`config.mk`:
```
export PLATFORM = sky130hd
export DESIGN_NAME = hamming_decoder_flat
export DESIGN_NICKNAME = d
export VERILOG_FILES = /design/src/rtl/hamming_pkg.sv /design/src/rtl/hamming_decoder_if.sv /design/src/rtl/hamming_lane_dec.sv /design/src/rtl/hamming_decoder.sv /design/src/flat_wrapper.sv
export SDC_FILE = /design/constraint.sdc
export NUM_CORES = 1
export LEC_CHECK = 0
export BUFFER_PORTS_ARGS = -buffer_cell sky130_fd_sc_hd__buf_2
export CAP_MARGIN = 0
export CORE_MARGIN = 1.5
export CORE_UTILIZATION = 55
export CTS_CLUSTER_SIZE = 40
export DETAILED_ROUTE_END_ITERATION = 10
export PLACE_DENSITY = 0.83
export SETUP_SLACK_MARGIN = 0.4
export SYNTH_ARGS = -nofsm -noshare
export SYNTH_HDL_FRONTEND = slang
export SYNTH_SLANG_ARGS = --single-unit
```
`constraint.sdc`:
```
create_clock -name clk_i -period 4.46 [get_ports clk_i]
set_clock_uncertainty 0.15 [all_clocks]
set_input_delay 0.892 -clock clk_i [delete_from_list [all_inputs] [get_ports clk_i]]
set_output_delay 0.892 -clock clk_i [all_outputs]
set_load 0.01 [all_outputs]
```
`src/rtl/hamming_pkg.sv`:
```
// Hamming(7,4) constants and lane-level helpers shared by the encoder and decoder.
// Lane bit map, MSB first: {c0,c1,c2,c3,c4,c5,c6}; data nibble is {c6,c5,c4,c3}.
package hamming_pkg;

  localparam int LANE_W    = 7;
  localparam int NIB_W     = 4;
  localparam int NUM_LANES = 2;
  localparam int SYN_W     = 3;
  localparam int CODE_W    = 32;

  // Parity equations, written in terms of the c-numbering rather than bit positions.
  function automatic logic par_c0(input logic c3, input logic c4, input logic c5);
    return c5 ^ c4 ^ c3;
  endfunction

  function automatic logic par_c1(input logic c4, input logic c5, input logic c6);
    return c6 ^ c5 ^ c4;
  endfunction

  function automatic logic par_c2(input logic c3, input logic c4, input logic c6);
    return c6 ^ c4 ^ c3;
  endfunction

  // c-number k lives at bit position (LANE_W-1-k).
  function automatic logic [LANE_W-1:0] encode(input logic [NIB_W-1:0] nib);
    logic c3, c4, c5, c6;
    c3 = nib[0];
    c4 = nib[1];
    c5 = nib[2];
    c6 = nib[3];
    return {par_c0(c3, c4, c5), par_c1(c4, c5, c6), par_c2(c3, c4, c6), c3, c4, c5, c6};
  endfunction

  // Returns {s2,s1,s0}.
  function automatic logic [SYN_W-1:0] calc_syn(input logic [LANE_W-1:0] cw);
    logic s0, s1, s2;
    s0 = cw[6] ^ par_c0(cw[3], cw[2], cw[1]);
    s1 = cw[5] ^ par_c1(cw[2], cw[1], cw[0]);
    s2 = cw[4] ^ par_c2(cw[3], cw[2], cw[0]);
    return {s2, s1, s0};
  endfunction

  // Bit position to flip for a non-zero syndrome; 000 is never used for a flip.
  function automatic logic [2:0] syn2idx(input logic [SYN_W-1:0] syn);
    logic [2:0] idx;
    case (syn)
      3'b001:  idx = 3'd6;
      3'b010:  idx = 3'd5;
      3'b100:  idx = 3'd4;
      3'b101:  idx = 3'd3;
      3'b111:  idx = 3'd2;
      3'b011:  idx = 3'd1;
      3'b110:  idx = 3'd0;
      default: idx = 3'd0;
    endcase
    return idx;
  endfunction

  function automatic logic [NIB_W-1:0] get_nibble(input logic [LANE_W-1:0] cw);
    return {cw[0], cw[1], cw[2], cw[3]};
  endfunction

endpackage

```
`src/rtl/hamming_decoder_if.sv`:
```
// Stream interface of the Hamming decoder: codeword in, corrected result out.
interface hamming_decoder_if;
  import hamming_pkg::*;

  // Both sides: a transfer happens on a rising edge where valid & ready are both 1;
  // a source holding valid keeps its payload stable until that edge.
  logic                          in_valid_i;
  logic                          in_ready_o;
  logic [CODE_W-1:0]             code_i;
  logic                          out_valid_o;
  logic                          out_ready_i;
  logic [NUM_LANES*NIB_W-1:0]    data_o;
  logic [NUM_LANES*SYN_W-1:0]    syndrome_o;
  logic [NUM_LANES-1:0]          err_o;

  modport slave (
    input  in_valid_i, code_i, out_ready_i,
    output in_ready_o, out_valid_o, data_o, syndrome_o, err_o
  );

  modport master (
    output in_valid_i, code_i, out_ready_i,
    input  in_ready_o, out_valid_o, data_o, syndrome_o, err_o
  );

endinterface

```
`src/rtl/hamming_lane_dec.sv`:
```
// Correction half of one Hamming(7,4) lane: flips the bit named by a precomputed
// syndrome and extracts the data nibble.
module hamming_lane_dec
  import hamming_pkg::*;
(
  input  logic [LANE_W-1:0] code,
  input  logic [SYN_W-1:0]  syn,
  output logic [NIB_W-1:0]  nibble,
  output logic              err
);

  logic [LANE_W-1:0] fixed;

  // Double errors land here too and get miscorrected; that is the defined behaviour.
  always_comb begin
    fixed = code;
    err   = (syn != '0);
    if (err) begin
      fixed[syn2idx(syn)] = ~code[syn2idx(syn)];
    end
    nibble = get_nibble(fixed);
  end

endmodule

```
`src/rtl/hamming_decoder.sv`:
```
// Two-stage Hamming(7,4) decoder for a pair of lanes with a saturating count of
// corrected lanes. Stage 1 holds codewords and syndromes, stage 2 the corrected result.
module hamming_decoder
  import hamming_pkg::*;
#(
  parameter int CNT_W = 16
) (
  input  logic                  clk_i,
  input  logic                  rst_n_i,
  hamming_decoder_if.slave      bus,
  input  logic                  clr_cnt_i,
  output logic [CNT_W-1:0]      corr_cnt_o
);

  localparam int PAIR_W = NUM_LANES * LANE_W;
  localparam int DATA_W = NUM_LANES * NIB_W;
  localparam int SYNS_W = NUM_LANES * SYN_W;

  logic              v1, v2;
  logic              adv2, in_ready, accept, fire;
  logic [PAIR_W-1:0] code1_q;
  logic [SYNS_W-1:0] syn1_q;
  logic [SYNS_W-1:0] syn_in;
  logic [DATA_W-1:0] nib_c;
  logic [NUM_LANES-1:0] err_c;
  logic [DATA_W-1:0] data2_q;
  logic [SYNS_W-1:0] syn2_q;
  logic [NUM_LANES-1:0] err2_q;
  logic              unused_pad;

  assign adv2     = !v2 || bus.out_ready_i;
  assign in_ready = !v1 || adv2;
  assign accept   = bus.in_valid_i && in_ready;
  assign fire     = v2 && bus.out_ready_i;

  assign unused_pad = ^bus.code_i[CODE_W-1:PAIR_W];

  for (genvar l = 0; l < NUM_LANES; l++) begin : g_lane
    assign syn_in[l*SYN_W +: SYN_W] = calc_syn(bus.code_i[l*LANE_W +: LANE_W]);

    hamming_lane_dec u_lane_dec (
      .code   (code1_q[l*LANE_W +: LANE_W]),
      .syn    (syn1_q[l*SYN_W +: SYN_W]),
      .nibble (nib_c[l*NIB_W +: NIB_W]),
      .err    (err_c[l])
    );
  end

  // Stage 2 is updated before stage 1 drains into it, so a word can enter
  // and another leave on the same edge.
  always_ff @(posedge clk_i or negedge rst_n_i) begin
    if (!rst_n_i) begin
      v1      <= 1'b0;
      v2      <= 1'b0;
      code1_q <= '0;
      syn1_q  <= '0;
      data2_q <= '0;
      syn2_q  <= '0;
      err2_q  <= '0;
    end else begin
      if (adv2) begin
        v2 <= v1;
        if (v1) begin
          data2_q <= nib_c;
          syn2_q  <= syn1_q;
          err2_q  <= err_c;
        end
      end
      if (in_ready) begin
        v1 <= bus.in_valid_i;
        if (accept) begin
          code1_q <= bus.code_i[PAIR_W-1:0];
          syn1_q  <= syn_in;
        end
      end
    end
  end

  logic [1:0]       err_pop;
  logic [CNT_W:0]   cnt_sum;
  logic [CNT_W-1:0] cnt_q;

  assign err_pop = {1'b0, err2_q[1]} + {1'b0, err2_q[0]};
  assign cnt_sum = {1'b0, cnt_q} + {{(CNT_W-1){1'b0}}, err_pop};

  // The extra sum bit catches a +2 that jumps over all-ones.
  always_ff @(posedge clk_i or negedge rst_n_i) begin
    if (!rst_n_i) begin
      cnt_q <= '0;
    end else if (clr_cnt_i) begin
      cnt_q <= '0;
    end else if (fire) begin
      cnt_q <= cnt_sum[CNT_W] ? {CNT_W{1'b1}} : cnt_sum[CNT_W-1:0];
    end
  end

  assign bus.in_ready_o  = in_ready;
  assign bus.out_valid_o = v2;
  assign bus.data_o      = data2_q;
  assign bus.syndrome_o  = syn2_q;
  assign bus.err_o       = err2_q;
  assign corr_cnt_o      = cnt_q;

endmodule

```
`src/flat_wrapper.sv`:
```
// flat-port wrapper written by rule: the top's interface ports become plain ports
module hamming_decoder_flat import hamming_pkg::*;
#(
  parameter int CNT_W = 16
)
  (clk_i, rst_n_i, clr_cnt_i, corr_cnt_o, bus_in_valid_i, bus_code_i, bus_out_ready_i, bus_in_ready_o, bus_out_valid_o, bus_data_o, bus_syndrome_o, bus_err_o);
  hamming_decoder_if bus_i ();
  input  logic clk_i;
  input  logic rst_n_i;
  input  logic clr_cnt_i;
  output logic [CNT_W-1:0] corr_cnt_o;
  input wire logic [$bits(bus_i.in_valid_i)-1:0] bus_in_valid_i;
  input wire logic [$bits(bus_i.code_i)-1:0] bus_code_i;
  input wire logic [$bits(bus_i.out_ready_i)-1:0] bus_out_ready_i;
  output wire logic [$bits(bus_i.in_ready_o)-1:0] bus_in_ready_o;
  output wire logic [$bits(bus_i.out_valid_o)-1:0] bus_out_valid_o;
  output wire logic [$bits(bus_i.data_o)-1:0] bus_data_o;
  output wire logic [$bits(bus_i.syndrome_o)-1:0] bus_syndrome_o;
  output wire logic [$bits(bus_i.err_o)-1:0] bus_err_o;
  assign bus_i.in_valid_i = bus_in_valid_i;
  assign bus_i.code_i = bus_code_i;
  assign bus_i.out_ready_i = bus_out_ready_i;
  assign bus_in_ready_o = bus_i.in_ready_o;
  assign bus_out_valid_o = bus_i.out_valid_o;
  assign bus_data_o = bus_i.data_o;
  assign bus_syndrome_o = bus_i.syndrome_o;
  assign bus_err_o = bus_i.err_o;
  hamming_decoder #(.CNT_W(CNT_W)) u_core (.clk_i(clk_i), .rst_n_i(rst_n_i), .bus(bus_i), .clr_cnt_i(clr_cnt_i), .corr_cnt_o(corr_cnt_o));
endmodule
```
# --- Word-level counts from Yosys, hierarchy flattened ---
# Index checks and enable logic that the tools add are counted.
word_totals:
  ff_bits: 54
  inputBits: 37
  elab_cells: 78
op_classes:
  n_addsub: 2
  n_lt_le_gt_ge: 4
  n_eq_ne: 12
  muxes: 19
  bitwise_logic: 20
  reduce_logical: 13
op_table:
  columns: ["cell", "count"]
  rows:
  - ["two-way mux 16 bit", 3]
  - ["one-hot mux 3 bit (6 select lines)", 2]
  - ["equality test 3 bit (second input constant)", 6]
  - ["bitwise XOR 1 bit", 18]
  - ["adder 16 x 2 -> 17 bit", 1]
  - ["bitwise mux 7 bit", 2]
  - ["equality test 3 x 2 -> 1 bit (second input constant)", 4]
  - ["less-than comparator 3 x 4 -> 1 bit (second input constant)", 2]
  - ["two-way mux 4 bit", 2]
  - ["binary-select mux 1 bit (select 3 bit)", 2]
  - ["demux 1 bit (select 3 bit)", 2]
  - ["equality test 3 x 1 -> 1 bit (second input constant)", 2]
  - ["greater-or-equal comparator 3 x 1 -> 1 bit (second input constant)", 2]
  - ["two-way mux 3 bit", 2]
  - ["nonzero test 3 bit", 2]
  - ["logical AND 1 bit", 4]
  - ["two-way mux 1 bit", 4]
  - ["AND reduction 2 bit", 2]
  - ["adder 1 x 1 -> 2 bit", 1]
  - ["zero test 1 bit", 2]
  - ["logical OR 1 bit", 2]
  - ["NOT 1 bit", 2]
  - ["nonzero test 2 bit", 1]

# --- Logic depth before layout (Yosys ltp) ---
depth:
  depth_word: 9
  ltp_mapped: 8
  ltp_nobuf: 8

# --- Hierarchy ---
# Synthesis repeated with hierarchy kept, for this count alone.
unflattened:
  cells_unflattened: 225
  hier_area_um2: 2657.5
by_module_without_submodules:
  columns: ["mod", "instances", "cells_each", "area_each_um2"]
  rows:
  - ["hamming_decoder", 1, 207, 2519.9]
  - ["hamming_lane_dec", 2, 9, 68.8]

# --- Least setup slack after synthesis ---
# OpenSTA, ideal clock, no wires.
synth_timing:
  kind: "register to register"
  start: "reg u_core.err2_q[0] (netlist: u_core.bus.err_o[0])"
  end: "reg u_core.cnt_q[5] (netlist: u_core.corr_cnt_o[5])"
  arrival_ps: 2056
  t_required_ps: 4229
  path_slack_ps: 2173
  path_stages_with_launch: 9
  cell_sequence: "dfrtp_1 -> inv_1 -> fa_1 -> inv_1 -> ha_1 -> nand4_1 -> nor4_4 -> and4b_1 -> nor3_2"
synth_between:
  elab_chain_len: 5
synth_rtl:
  columns: ["element", "line", "rtl"]
  rows:
  - ["from (decl)", "hamming_decoder.sv:28", "logic [NUM_LANES-1:0] err2_q;"]
  - ["from (signal assigned)", "hamming_decoder.sv:66", "err2_q <= err_c;"]
  - ["adder 1 x 1 -> 2 bit", "hamming_decoder.sv:83", "assign err_pop = {1'b0, err2_q[1]} + {1'b0, err2_q[0]};"]
  - ["adder 16 x 2 -> 17 bit", "hamming_decoder.sv:84", "assign cnt_sum = {1'b0, cnt_q} + {{(CNT_W-1){1'b0}}, err_pop};"]
  - ["two-way mux 16 bit", "hamming_decoder.sv:93", "cnt_q <= cnt_sum[CNT_W] ? {CNT_W{1'b1}} : cnt_sum[CNT_W-1:0];"]
  - ["two-way mux 16 bit", "hamming_decoder.sv:92", "end else if (fire) begin"]
  - ["two-way mux 16 bit", "hamming_decoder.sv:90", "end else if (clr_cnt_i) begin"]
  - ["to (signal assigned)", "hamming_decoder.sv:93", null]
  - ["to (decl)", "hamming_decoder.sv:81", "logic [CNT_W-1:0] cnt_q;"]
# No other way between the ends. The select of a mux whose other input is x is not followed.
# A chain may end at the register's enable or synchronous reset.

# --- Worst setup path in the final report ---
layout_timing:
  start: "reg u_core.err2_q[0] (netlist: u_core.bus.err_o[0])"
  end: "reg u_core.cnt_q[0] (netlist: u_core.corr_cnt_o[0])"
# Same word-level chain as after synthesis.

==> key figures <==
Run status
  • Status: finished, final reports clean

Floorplan
  • Num rows: 24
  • Starting Density: 0.5741
  • Die width: 70.42 um
  • Die H: 70.42 um
  • Ports: 71
  • Core area: 0.004354 mm^2
  • Die area: 0.004959 mm^2

Global route
  • Vias in the first global route: 1841
  • Gr usage total: 0.2225
  • First-pass GRT wire length: 8.673 mm
  • Largest net degree at the start of global routing: 50
  • Initial antenna violation count: 0
  • Grt total ovfl: 0

STA
  • Minimum clock period: 2.554 ns
  • Worst setup margin: 1.906 ns
  • Worst-Margin Slew: 0.6998 ns
  • Setup violators final: 0
  • Hold Fails Final Rpt: 0
  • Slew HR: 0.5323
  • Final Cycle Share: 0.5726
  • Slew Viols, Final: 0
  • Fmax: 391.6 MHz
  • RSZ-0062 raised after global routing: false
  • Aggregate negative setup slack: 0 ns

Yosys
  • Cells after synthesis: 248
  • Yosys cell types: 43
  • Syn_area_per_cell: 10.08 um^2
  • Top cell type's share of synthesized area: 0.4905
  • Post-synth top cells: dfrtp_1, nand2_1, nor2_1, nor3_1, mux2_2
  • Post-synthesis sequential area ratio: 0.4905
  • Synth Register Bits: 49
  • Synth Warn #: 0
  • Main synth FF type: dfrtp_1
  • Area leader, netlist: dfrtp_1
  • Mapped Area: 0.002500 mm^2
  • Number of flops mapped to enable cells by yosys: 0
  • Synth area leaders: dfrtp_1, mux2_2, xnor2_1
  • Syn Nets: 287
  • Asr flop ratio synth: 1.000
  • Most numerous cell in the Yosys netlist: dfrtp_1

Placement
  • DP Wirelength: 3.601 mm
  • IO buf count: 52
  • RePlAce Congestion: 0.8104
  • Cell total after placement: 340
  • DP Worst Slack: 1.690 ns

Clocking
  • Root buf cell: clkbuf_8
  • Post-CTS setup buffers: 0
  • Cts bufs inserted: 5
  • # resized after CTS: 0
  • CTS Hold Bufs: 0
  • Worst-skew pair later-pin latency: 0.30 ns
  • Worst-path clk slew: 0.09 ns
  • TritonCTS clock tree: done
  • H-tree depth: 2
  • Bufs on Longest Clock Path: 2
  • Num Clock Sinks: 49

Final layout
  • Area Overhead vs Synth: 15.92%
  • Final std cells w/o fill: 348
  • ANT cells: 0
  • Final-stage net count: 334
  • Layout cell share with drive strength beyond 1: 0.2770

Setup path
  • Crit path capture type: register
  • Most common cell on crit path: inv_1
  • WP data required: 4.51 ns
  • Setup CP Type: register to register
  • Worst path max stage delay: 0.48 ns
  • Crit path max fanout: 9
  • Critical path, cell by cell: inv_1, fa_1, inv_1, ha_1, nand4_1, nor4_4, nor3b_1, a211oi_1
  • Slowest cell on crit path: nor4_4
  • Critical Path AT: 2.61 ns
  • Worst setup SP type: register

Routing
  • Vias: 2040
  • Final WL: 5.132 mm
  • Detail Route Antenna Nets: 0
  • Drt wl/cell: 14.75 um
  • First-pass iteration count of the detailed router: 4
  • DRC Markers: 0
  • Starting DRT DRC Count: 186
  • Mean number of vias per cell: 5.862

Power
  • Peak VDD IR: 0.2247 mV
  • LEAKAGE: 1.290 nW
  • PwrDens: 403.0 mW/mm^2
  • Total Power: 0.001168 W

Worst hold path
  • Worst min path class: register to register

Run
  • Max-Cap Viols: 0
==> state kept, by name, indices dropped and copies added (netlist names) <==
register,flops
u_core.v1,1
u_core.bus.out_valid_o,1
u_core.syn1_q,6
u_core.code1_q,9
u_core.corr_cnt_o,16
u_core.bus.syndrome_o,6
u_core.bus.data_o,8
u_core.bus.err_o,2
==> routing by layer <==
metal	track usage	routed length, um
met5	0	0
met1	0.2965	2245
met4	0.08120	70
met3	0.05195	280
met2	0.3553	2536
==> where the power goes <==
group | leakage (nW) | switching [W] | internal (W)
Sequential | 0.610 | 0.0000636 | 0.000515
Combinational | 0.623 | 0.000137 | 0.000121
Clock | 0.0574 | 0.000149 | 0.000182
==> critical path, delay by kind of cell, from the launching register on <==
family | cells | cell delay [ns]
fa+ha+maj | 2 | 0.71
buf+inv | 2 | 0.15
flops | 1 | 0.37
compound gates | 1 | 0.28
simple gates | 3 | 0.78
==> placed cells by master, fill, tap and decap left out, types with 7 or more instances in the layout <==
| cell | instances |
|---|---|
| buf_2 | 52 |
| dfrtp_1 | 49 |
| nand2_1 | 22 |
| nor2_1 | 20 |
| nor3_1 | 18 |
| mux2_2 | 14 |
| xnor2_1 | 12 |
| o21ai_0 | 11 |
| nand3_1 | 11 |
| a21oi_1 | 10 |
| xor2_1 | 7 |
==> metrics by stage <==
stage               area [um^2]  utilization  hold WS [ns]
finish                     2898       0.6655        0.3363
global route               2898       0.6655        0.3593
CTS                        2898       0.6655        0.3434
detailed placement         2778       0.6379        0.3227
global placement           2778       0.6379        0.3121
floorplan                  2500            -        0.3041
==> path summary, 6_finish.rpt <==
path	depth (start not counted)	slack, ns	startpoint	end
min reg2reg	2	0.34	u_core.bus.data_o[2]	u_core.bus.data_o[2]
max	8	1.91	u_core.bus.err_o[0]	u_core.corr_cnt_o[0]
min	2	0.34	u_core.bus.data_o[2]	u_core.bus.data_o[2]
max reg2reg	8	1.91	u_core.bus.err_o[0]	u_core.corr_cnt_o[0]
max in group asynchronous	2	3.21	rst_n_i	u_core.bus.data_o[6]
min in group asynchronous	2	0.52	rst_n_i	u_core.corr_cnt_o[11]
==> cell families (layout without fill, tap and decap cells) <==
logic type               count (synthesis)  after routing  share of synthesized area
AO/OA/AOI/OAI                           38             38                    0.09410
flip-flops                              49             49                     0.4905
multiplexers                            14             14                    0.06306
adder cells (fa/ha/maj)                  2              2                    0.01301
XOR/XNOR                                19             19                    0.06657
AND/OR/NAND/NOR                        108            108                     0.2432
buffers and inverters                   18             66                    0.02953
==> final cells by class <==
class | instances | area, um^2
clock buffers | 6 | 82.58
clock inverters | 2 | 37.54
fillers | 349 | 1456
inverters | 5 | 18.77
multi-input cells | 181 | 1200
flip-flops and latches | 49 | 1226
well taps | 52 | 65.06
repair buffers | 53 | 267.8
Power figures use the tool's default switching activity.
